<file path="src/rtl/gs_arb_pkg.sv">
// Shared types, constants and the memory-size range check for the GS memory arbiter.
package gs_arb_pkg;

   localparam logic [1:0] ST_IDLE  = 2'd0;
   localparam logic [1:0] ST_ISSUE = 2'd1;
   localparam logic [1:0] ST_WAIT  = 2'd2;
   localparam logic [1:0] ST_DONE  = 2'd3;

   typedef enum logic {
      PORT_A = 1'b0,
      PORT_B = 1'b1
   } port_t;

   localparam logic [1:0] GS_SIZE_512K = 2'd0;
   localparam logic [1:0] GS_SIZE_1M   = 2'd1;

   // Only address bits [20:19] decide the range; codes 2/3 (2MB) accept everything.
   function automatic logic gs_in_range(input logic [1:0] addr_hi, input logic [1:0] size);
      logic ok;
      case (size)
         GS_SIZE_512K: ok = (addr_hi == 2'b00);
         GS_SIZE_1M:   ok = ~addr_hi[1];
         default:      ok = 1'b1;
      endcase
      return ok;
   endfunction

endpackage

</file>
<file path="src/rtl/arb_req_latch.sv">
// Captures a one-cycle request strobe and holds it, with a pending flag, until the arbiter retires it.
module arb_req_latch
   import gs_arb_pkg::*;
#(
   parameter int AW = 21
) (
   input  logic          clk_sys,
   input  logic          reset_n,
   input  logic          rd,
   input  logic          wr,
   input  logic [AW-1:0] addr,
   input  logic [7:0]    din,
   input  logic          clr,
   output logic          pend,
   output logic [AW-1:0] req_addr,
   output logic [7:0]    req_din,
   output logic          req_wr
);

   // A new strobe takes priority over a retirement in the same cycle.
   always_ff @(posedge clk_sys) begin
      if (!reset_n) begin
         pend     <= 1'b0;
         req_addr <= {AW{1'b0}};
         req_din  <= 8'h00;
         req_wr   <= 1'b0;
      end else if (rd || wr) begin
         pend     <= 1'b1;
         req_addr <= addr;
         req_din  <= din;
         req_wr   <= wr;
      end else if (clr) begin
         pend     <= 1'b0;
      end
   end

endmodule

</file>
<file path="src/rtl/gs_mem_arb.sv">
// Round-robin arbiter sharing the byte-wide DDRAM bridge between the GS core (A) and the loader (B).
module gs_mem_arb
   import gs_arb_pkg::*;
#(
   parameter int AW      = 21,
   parameter int TIMEOUT = 4095
) (
   input  logic          clk_sys,
   input  logic          reset_n,
   input  logic [1:0]    gs_size,
   input  logic [AW-1:0] a_addr,
   input  logic [7:0]    a_din,
   input  logic          a_rd,
   input  logic          a_wr,
   output logic [7:0]    a_dout,
   output logic          a_wait,
   input  logic [AW-1:0] b_addr,
   input  logic [7:0]    b_din,
   input  logic          b_wr,
   output logic          b_busy,
   output logic [AW-1:0] mem_addr,
   output logic [7:0]    mem_din,
   output logic          mem_rd,
   output logic          mem_we,
   input  logic [7:0]    mem_dout,
   input  logic          mem_ready,
   output logic          timeout_err
);

   localparam int CW = $clog2(TIMEOUT + 1);

   logic          pend_a, pend_b, req_wr_a, req_wr_b;
   logic [AW-1:0] req_addr_a, req_addr_b;
   logic [7:0]    req_din_a, req_din_b;
   logic          clr_a, clr_b;

   logic [1:0]    state;
   port_t         grant, last_grant;
   logic          grant_wr, skip;
   logic [CW-1:0] wd_cnt;

   logic          pick_a, grant_ok, sel_wr, sel_in_range;
   logic [AW-1:0] sel_addr;
   logic [7:0]    sel_din;
   logic          mem_done, wd_expire, finish, active;

   arb_req_latch #(.AW(AW)) u_latch_a (
      .clk_sys(clk_sys), .reset_n(reset_n), .rd(a_rd), .wr(a_wr), .addr(a_addr), .din(a_din),
      .clr(clr_a), .pend(pend_a), .req_addr(req_addr_a), .req_din(req_din_a), .req_wr(req_wr_a)
   );

   arb_req_latch #(.AW(AW)) u_latch_b (
      .clk_sys(clk_sys), .reset_n(reset_n), .rd(1'b0), .wr(b_wr), .addr(b_addr), .din(b_din),
      .clr(clr_b), .pend(pend_b), .req_addr(req_addr_b), .req_din(req_din_b), .req_wr(req_wr_b)
   );

   // Grant selection, completion detection and the requester-facing busy flags.
   always_comb begin
      pick_a       = pend_a & (~pend_b | (last_grant == PORT_B));
      sel_addr     = pick_a ? req_addr_a : req_addr_b;
      sel_din      = pick_a ? req_din_a : req_din_b;
      sel_wr       = pick_a ? req_wr_a : req_wr_b;
      sel_in_range = gs_in_range(sel_addr[20:19], gs_size);
      grant_ok     = (state == ST_IDLE) & (pend_a | pend_b) & mem_ready;
      // The first WAIT cycle (counter zero) still sees the bridge's stale ready level.
      mem_done     = (state == ST_WAIT) & (wd_cnt != {CW{1'b0}}) & mem_ready;
      wd_expire    = (state == ST_WAIT) & ~mem_done & (wd_cnt == CW'(TIMEOUT));
      finish       = mem_done | wd_expire | ((state == ST_DONE) & skip);
      active       = (state == ST_ISSUE) | (state == ST_WAIT) | ((state == ST_DONE) & skip);
      clr_a        = finish & (grant == PORT_A);
      clr_b        = finish & (grant == PORT_B);
      a_wait       = a_rd | a_wr | pend_a | (active & (grant == PORT_A));
      b_busy       = b_wr | pend_b | (active & (grant == PORT_B));
   end

   // Arbitration FSM, watchdog and registered bridge/result outputs.
   always_ff @(posedge clk_sys) begin
      if (!reset_n) begin
         state       <= ST_IDLE;
         grant       <= PORT_A;
         last_grant  <= PORT_B;
         grant_wr    <= 1'b0;
         skip        <= 1'b0;
         wd_cnt      <= {CW{1'b0}};
         mem_addr    <= {AW{1'b0}};
         mem_din     <= 8'h00;
         mem_rd      <= 1'b0;
         mem_we      <= 1'b0;
         a_dout      <= 8'hFF;
         timeout_err <= 1'b0;
      end else begin
         if (finish) begin
            last_grant <= grant;
            if ((grant == PORT_A) && !grant_wr) begin
               a_dout <= mem_done ? mem_dout : 8'hFF;
            end
         end
         if (wd_expire) begin
            timeout_err <= 1'b1;
         end
         case (state)
            ST_IDLE: begin
               if (grant_ok) begin
                  grant    <= pick_a ? PORT_A : PORT_B;
                  grant_wr <= sel_wr;
                  skip     <= ~sel_in_range;
                  if (sel_in_range) begin
                     mem_addr <= sel_addr;
                     mem_din  <= sel_din;
                     mem_rd   <= ~sel_wr;
                     mem_we   <= sel_wr;
                     state    <= ST_ISSUE;
                  end else begin
                     state    <= ST_DONE;
                  end
               end
            end
            ST_ISSUE: begin
               mem_rd <= 1'b0;
               mem_we <= 1'b0;
               wd_cnt <= {CW{1'b0}};
               state  <= ST_WAIT;
            end
            ST_WAIT: begin
               if (mem_done || wd_expire) begin
                  state <= ST_DONE;
               end else begin
                  wd_cnt <= wd_cnt + CW'(1);
               end
            end
            ST_DONE: begin
               skip  <= 1'b0;
               state <= ST_IDLE;
            end
            default: begin
               state <= ST_IDLE;
            end
         endcase
      end
   end

endmodule

</file>
<file path="config.mk">
export PLATFORM = sky130hd
export DESIGN_NAME = gs_mem_arb
export DESIGN_NICKNAME = d
export VERILOG_FILES = /design/src/rtl/gs_arb_pkg.sv /design/src/rtl/arb_req_latch.sv /design/src/rtl/gs_mem_arb.sv
export SDC_FILE = /design/constraint.sdc
export NUM_CORES = 1
export LEC_CHECK = 0
export CAP_MARGIN = 40
export CORE_UTILIZATION = 35
export CTS_CLUSTER_SIZE = 25
export DETAILED_ROUTE_END_ITERATION = 10
export PLACE_DENSITY = 0.56
export SLEW_MARGIN = 5
export SYNTH_ARGS = -nofsm -noshare
export SYNTH_HDL_FRONTEND = slang
export SYNTH_HIERARCHICAL = 1
export SYNTH_SLANG_ARGS = --single-unit
</file>
<file path="constraint.sdc">
create_clock -name clk_sys -period 4.7 [get_ports clk_sys]
set_clock_uncertainty 0.1 [all_clocks]
set_input_delay 0.94 -clock clk_sys [delete_from_list [all_inputs] [get_ports clk_sys]]
set_output_delay 0.94 -clock clk_sys [all_outputs]
set_load 0.005 [all_outputs]
</file>
=== After elaboration in Yosys (flattened, before gate mapping) ===
Cells that the tools add are included.

* Register bits after elaboration: 120
* Bits in latches: 0
* Memory bits (writable): 0
* Memory bits (read-only): 0
* Input port bits: 74
* Output and inout bits: 42
* Logic and storage cells: 103
* Memories: 0

* Add/subtract/negate cells: 1
* Multipliers: 0
* Divide/modulo/power cells: 0
* $lt $le $gt $ge: 0
* Equal/unequal tests: 9
* Shift operators: 0
* Multiplexer cells: 24
* Bitwise operators: 29
* Reduce and logical (&&, ||, !) cells: 20

{| class="wikitable"
|+ Operators by type and width
! kind !! number
|-
| $pmux W12 S2 || 1
|-
| $mux W21 || 1
|-
| $mux W8 || 2
|-
| $add A12 B1 Y12 const B || 1
|-
| $and A1 B1 Y1 || 12
|-
| $eq A12 B12 Y1 const B || 1
|-
| $mux W12 || 1
|-
| $reduce_bool A12 Y1 || 1
|-
| $mux W1 || 11
|-
| $or A1 B1 Y1 || 11
|-
| $reduce_and A2 Y1 || 5
|-
| $reduce_bool A2 Y1 || 5
|-
| $pmux W1 S2 || 4
|-
| $pmux W2 S4 || 1
|-
| $logic_not A2 Y1 || 3
|-
| $mux W2 || 3
|-
| $ne A2 B2 Y1 const B || 3
|-
| $not A1 Y1 || 6
|-
| $reduce_and A3 Y1 || 2
|-
| $eq A2 B1 Y1 const B || 2
|-
| $eq A2 B2 Y1 const B || 2
|-
| $logic_or A1 B1 Y1 || 2
|-
| $ne A2 B1 Y1 const B || 1
|-
| $logic_and A1 B1 Y1 || 1
|-
| $logic_not A1 Y1 || 1
|}

=== Logic depth before layout (Yosys ltp) ===
* Depth in word-level cells: 11
* Mapped depth: 8
* Mapped depth without buffers: 8

=== Cells and area by module ===
The synthesis kept the hierarchy.

{| class="wikitable"
|+ By module, submodules not included
! module !! times used !! cells each !! area each (µm²) !! sequential area each (µm²)
|-
| gs_mem_arb || 1 || 302 || 2890.3 || 1161.1
|-
| arb_req_latch || 2 || 139 || 1198.6 || 620.6
|}

=== Worst setup path before layout ===
No wires, ideal clock.

* Kind: input -> output
* From: input a_wr
* To: output a_wait
* Data arrival time: 1.185 ns
* Setup slack: 2.475 ns
* Stages on the path: 2
* Buffers on the path: 0
* Cell sequence: nor3_1 > o21ai_0

* Word-level cells in the longest chain between the ends: 3

{| class="wikitable"
|+ Ends and longest elaborated chain
! item !! line !! source
|-
| start, declared || gs_mem_arb.sv:14 || <nowiki>input logic a_wr,</nowiki>
|-
| $or A1 B1 Y1 (3 in a row) || gs_mem_arb.sv:72 || <nowiki>a_wait = a_rd | a_wr | pend_a | (active & (grant == PORT_A));</nowiki>
|-
| end, declared || gs_mem_arb.sv:16 || <nowiki>output logic a_wait,</nowiki>
|}

No other way between the ends.

=== Final worst setup path ===
Same ends and word-level chain as after synthesis.

==> out/qor.csv <==
stage;metric;value;unit
synth;top cells by area, synth;dfxtp_1, o211ai_1, o21ai_1;
clock_network;clk buf depth;2;
layout;Final #Nets;758;
layout;commonest non-fill, non-tap cell in the layout;dfxtp_1;
sta;Hold Vio Cnt, Final;0;
clock_network;TritonCTS buffer count;17;
sta;Final Setup Violations;0;
placement;setup slack at placement;1.271;ns
placement;I/O Buffers;115;
clock_network;cts hold-fix bufs;0;
clock_network;Clock Sinks;120;
status;failing checks;design-rule violations;
synth;EDFF count, synth;0;
routing;via/cell ratio;5.299;
clock_network;CTS resizes;0;
setup_path;critical-path maximum fanout;2;
placement;GP Congestion;0.8443;
global_routing;global route overflow;0;
routing;vias post-DR;4637;
floorplan;Initial Utilization;0.3611;
floorplan;I/O pins;116;
global_routing;maximum number of pins on one net before global-route repair;95;
clock_network;worst-skew pair later-pin latency;0.42;ns
synth;main combinational cell family by area after synthesis;compound AO/OA/AOI/OAI gates;
routing;DRT iter0 DRCs;359;
layout;ANT cells;0;
setup_path;Startpoint Class;primary input;
floorplan;Die X;124.9;um
setup_path;CP Buf/Inv Count;2;
setup_path;CP max stage cell;clkdlybuf4s50_1;
setup_path;CP Capture Type;primary output;
setup_path;CP most frequent cell;clkdlybuf4s50_1;
routing;drt pass-1 iters;8;
clock_network;CTS tree;built;
clock_network;CTS clock-pin slew for the worst setup and hold paths;0.05;ns
sta;Final Max Slew Viols;0;
synth;mapped cell area;0.005288;sq mm
global_routing;global-route wire length before repair;23260;um
synth;number of synthesized register bits;120;
synth;Post-synth ARST share;0;
placement;dpl hpwl;9452;um
layout;synthesis-to-layout area growth;36.28;%
synth;yosys warns;6;
clock_network;htree depth;4;
synth;syn_area_per_cell;9.117;sq um
status;status;complete, but fails checks;
setup_path;Top Family by Delay on Critical Path;buffers and inverters;
flow_run;Max-Cap Viols;0;
power_and_ir_drop;total power;3.177;mW
global_routing;initial antenna violation count;0;
synth;simple-gate area share of the yosys netlist;0.1545;
setup_path;crit path cell chain;clkdlybuf4s50_1 > nor3_1 > o21ai_0 > clkdlybuf4s50_1;
synth;Post-Syn Instances;580;
sta;period utilization;0.7353;
floorplan;Core Rows;44;
synth;Yosys cell types;54;
global_routing;total track usage;0.1906;
sta;TNS Setup;0;ns
synth;ys flop type;dfxtp_1;
sta;Worst slew margin;0.6314;
clock_network;CTS root buffer;clkbuf_16;
synth;post-synthesis adder-cell area fraction;0.01420;
layout;fin area;0.007206;sq mm
floorplan;core area;0.01464;sq mm
layout;layout cells sized above 1;0.08249;
layout;Seq. cell area;0.002402;sq mm
layout;Filler cells;1379;
routing;drt drc;6;
synth;top-area cell type share of the netlist area;0.4543;
routing;Routed WL;14340;um
setup_path;Worst Setup Path Type;primary input to primary output;
floorplan;die area;0.01560;sq mm
layout;area of the multi-input gates;0.002619;sq mm
synth;leading area contributor after synthesis;dfxtp_1;
synth;post-synthesis mux area share;0.05963;
floorplan;Die H;124.9;um
placement;DP Area;0.006563;sq mm
routing;Final ANT Viol Nets;0;
synth;sequential share of the synthesized area;0.4543;
setup_path;Worst path max stage delay;0.49;ns
setup_path;required time of the critical path;3.66;ns
layout;most frequent cells in the layout;dfxtp_1, clkdlybuf4s50_1, nand2_1;
sta;maximum clock rate;289.4;MHz
min_path;Hold WC Path Type;flop to flop;
sta;RSZ-0062 raised after global routing;no;
sta;final hold slack;0.3447;ns
power_and_ir_drop;Max IR drop VDD;0.2818;mV
sta;min Tclk post-route;3.456;ns
synth;compound-cell area share of the yosys netlist;0.2591;
power_and_ir_drop;Pleak;2.915;nW
synth;xor/xnor cell area share of the yosys netlist;0.004969;
global_routing;vias in the first global route;4620;
setup_path;Crit path arrival time;2.42;ns
clock_network;Post-CTS Setup Bufs;0;
sta;Least-Margin Pin Slew;0.5487;ns
sta;setup ws final;1.244;ns
power_and_ir_drop;PwrDens;440.8;mW/mm^2
routing;routed wire length per instance;16.39;um
[logic make-up after synthesis]
| family | count (synthesis) |
|---|---|
| multiplexers | 31 |
| flip-flops | 120 |
| XOR/XNOR | 3 |
| AND/OR/NAND/NOR | 166 |
| other | 1 |
| buffers and inverters | 62 |
| adder cells (fa/ha/maj) | 6 |
| AO/OA/AOI/OAI | 191 |
[worst paths after layout]
path / start / to / slack, ns / depth (start not counted)
worst min-delay path: u_latch_a/req_addr[2] / u_latch_a/req_addr[2] / 0.34 / 2
worst max-delay path: a_wr / a_wait / 1.24 / 4
worst max register to register: u_latch_b/pend / mem_addr[19] / 2.04 / 7
worst min register to register: u_latch_a/req_addr[2] / u_latch_a/req_addr[2] / 0.34 / 2
[report_power, final]
part	leakage (nW)	internal [mW]	switching, mW
combinational	1.61	0.296	0.284
clock	0.313	0.955	0.451
sequential	0.988	1.12	0.0670
[tightest hold or removal path, delay by kind of cell, from the launching register on]
| kind | cells | cell delay [ns] |
|---|---|---|
| and+or+nand+nor | 1 | 0.05 |
| DFF | 1 | 0.30 |
| AOI/OAI and AO/OA | 1 | 0.05 |
[area by class of cell]
cell class | instances | share of cell area
timing repair buffer | 128 | 0.1768
clock buffer | 25 | 0.07015
inverter | 10 | 0.005209
tap | 184 | 0.03195
sequential | 120 | 0.3334
clock inverter | 7 | 0.01910
multi-input combinational | 401 | 0.3634
[layer usage]
layer / GRT usage / share of wire / vias up
li1: - / - / 2321
met2: 0.3047 / 0.46 / 110
met3: 0.05842 / 0.051 / 13
met4: 0.06098 / 0.012 / 0
met5: 0 / 0 / -
met1: 0.2454 / 0.48 / 2193
[synthesized netlist by cell type, types with 5 or more instances]
cell type / count
nand2_1: 80
nor2b_1: 5
mux2i_1: 30
o21a_1: 6
nor2_1: 15
dfxtp_1: 120
o22ai_1: 9
ha_1: 6
o211a_1: 29
inv_1: 9
nand3_1: 36
o211ai_1: 63
nand4_1: 5
clkbuf_1: 22
o21ai_1: 61
buf_2: 27
[sequential cells by signal (all words and copies together), names as in the netlist]
register / count
mem_addr: 21
u_latch_a/req_addr: 21
u_latch_b/req_addr: 21
wd_cnt: 12
a_dout: 8
mem_din: 8
u_latch_a/req_din: 8
u_latch_b/req_din: 8
state: 2
grant: 1
grant_wr: 1
last_grant: 1
mem_rd: 1
mem_we: 1
skip: 1
timeout_err: 1
u_latch_a/pend: 1
u_latch_a/req_wr: 1
u_latch_b/pend: 1
u_latch_b/req_wr: 1
[per-stage QoR]
step                instances  utilization
global placement          841       0.4452
finish                    875       0.4921
detailed placement        843       0.4481
CTS                       875       0.4921
floorplan                 583            -
global route              875       0.4921
No activity file was read; power rests on OpenSTA's default activity.
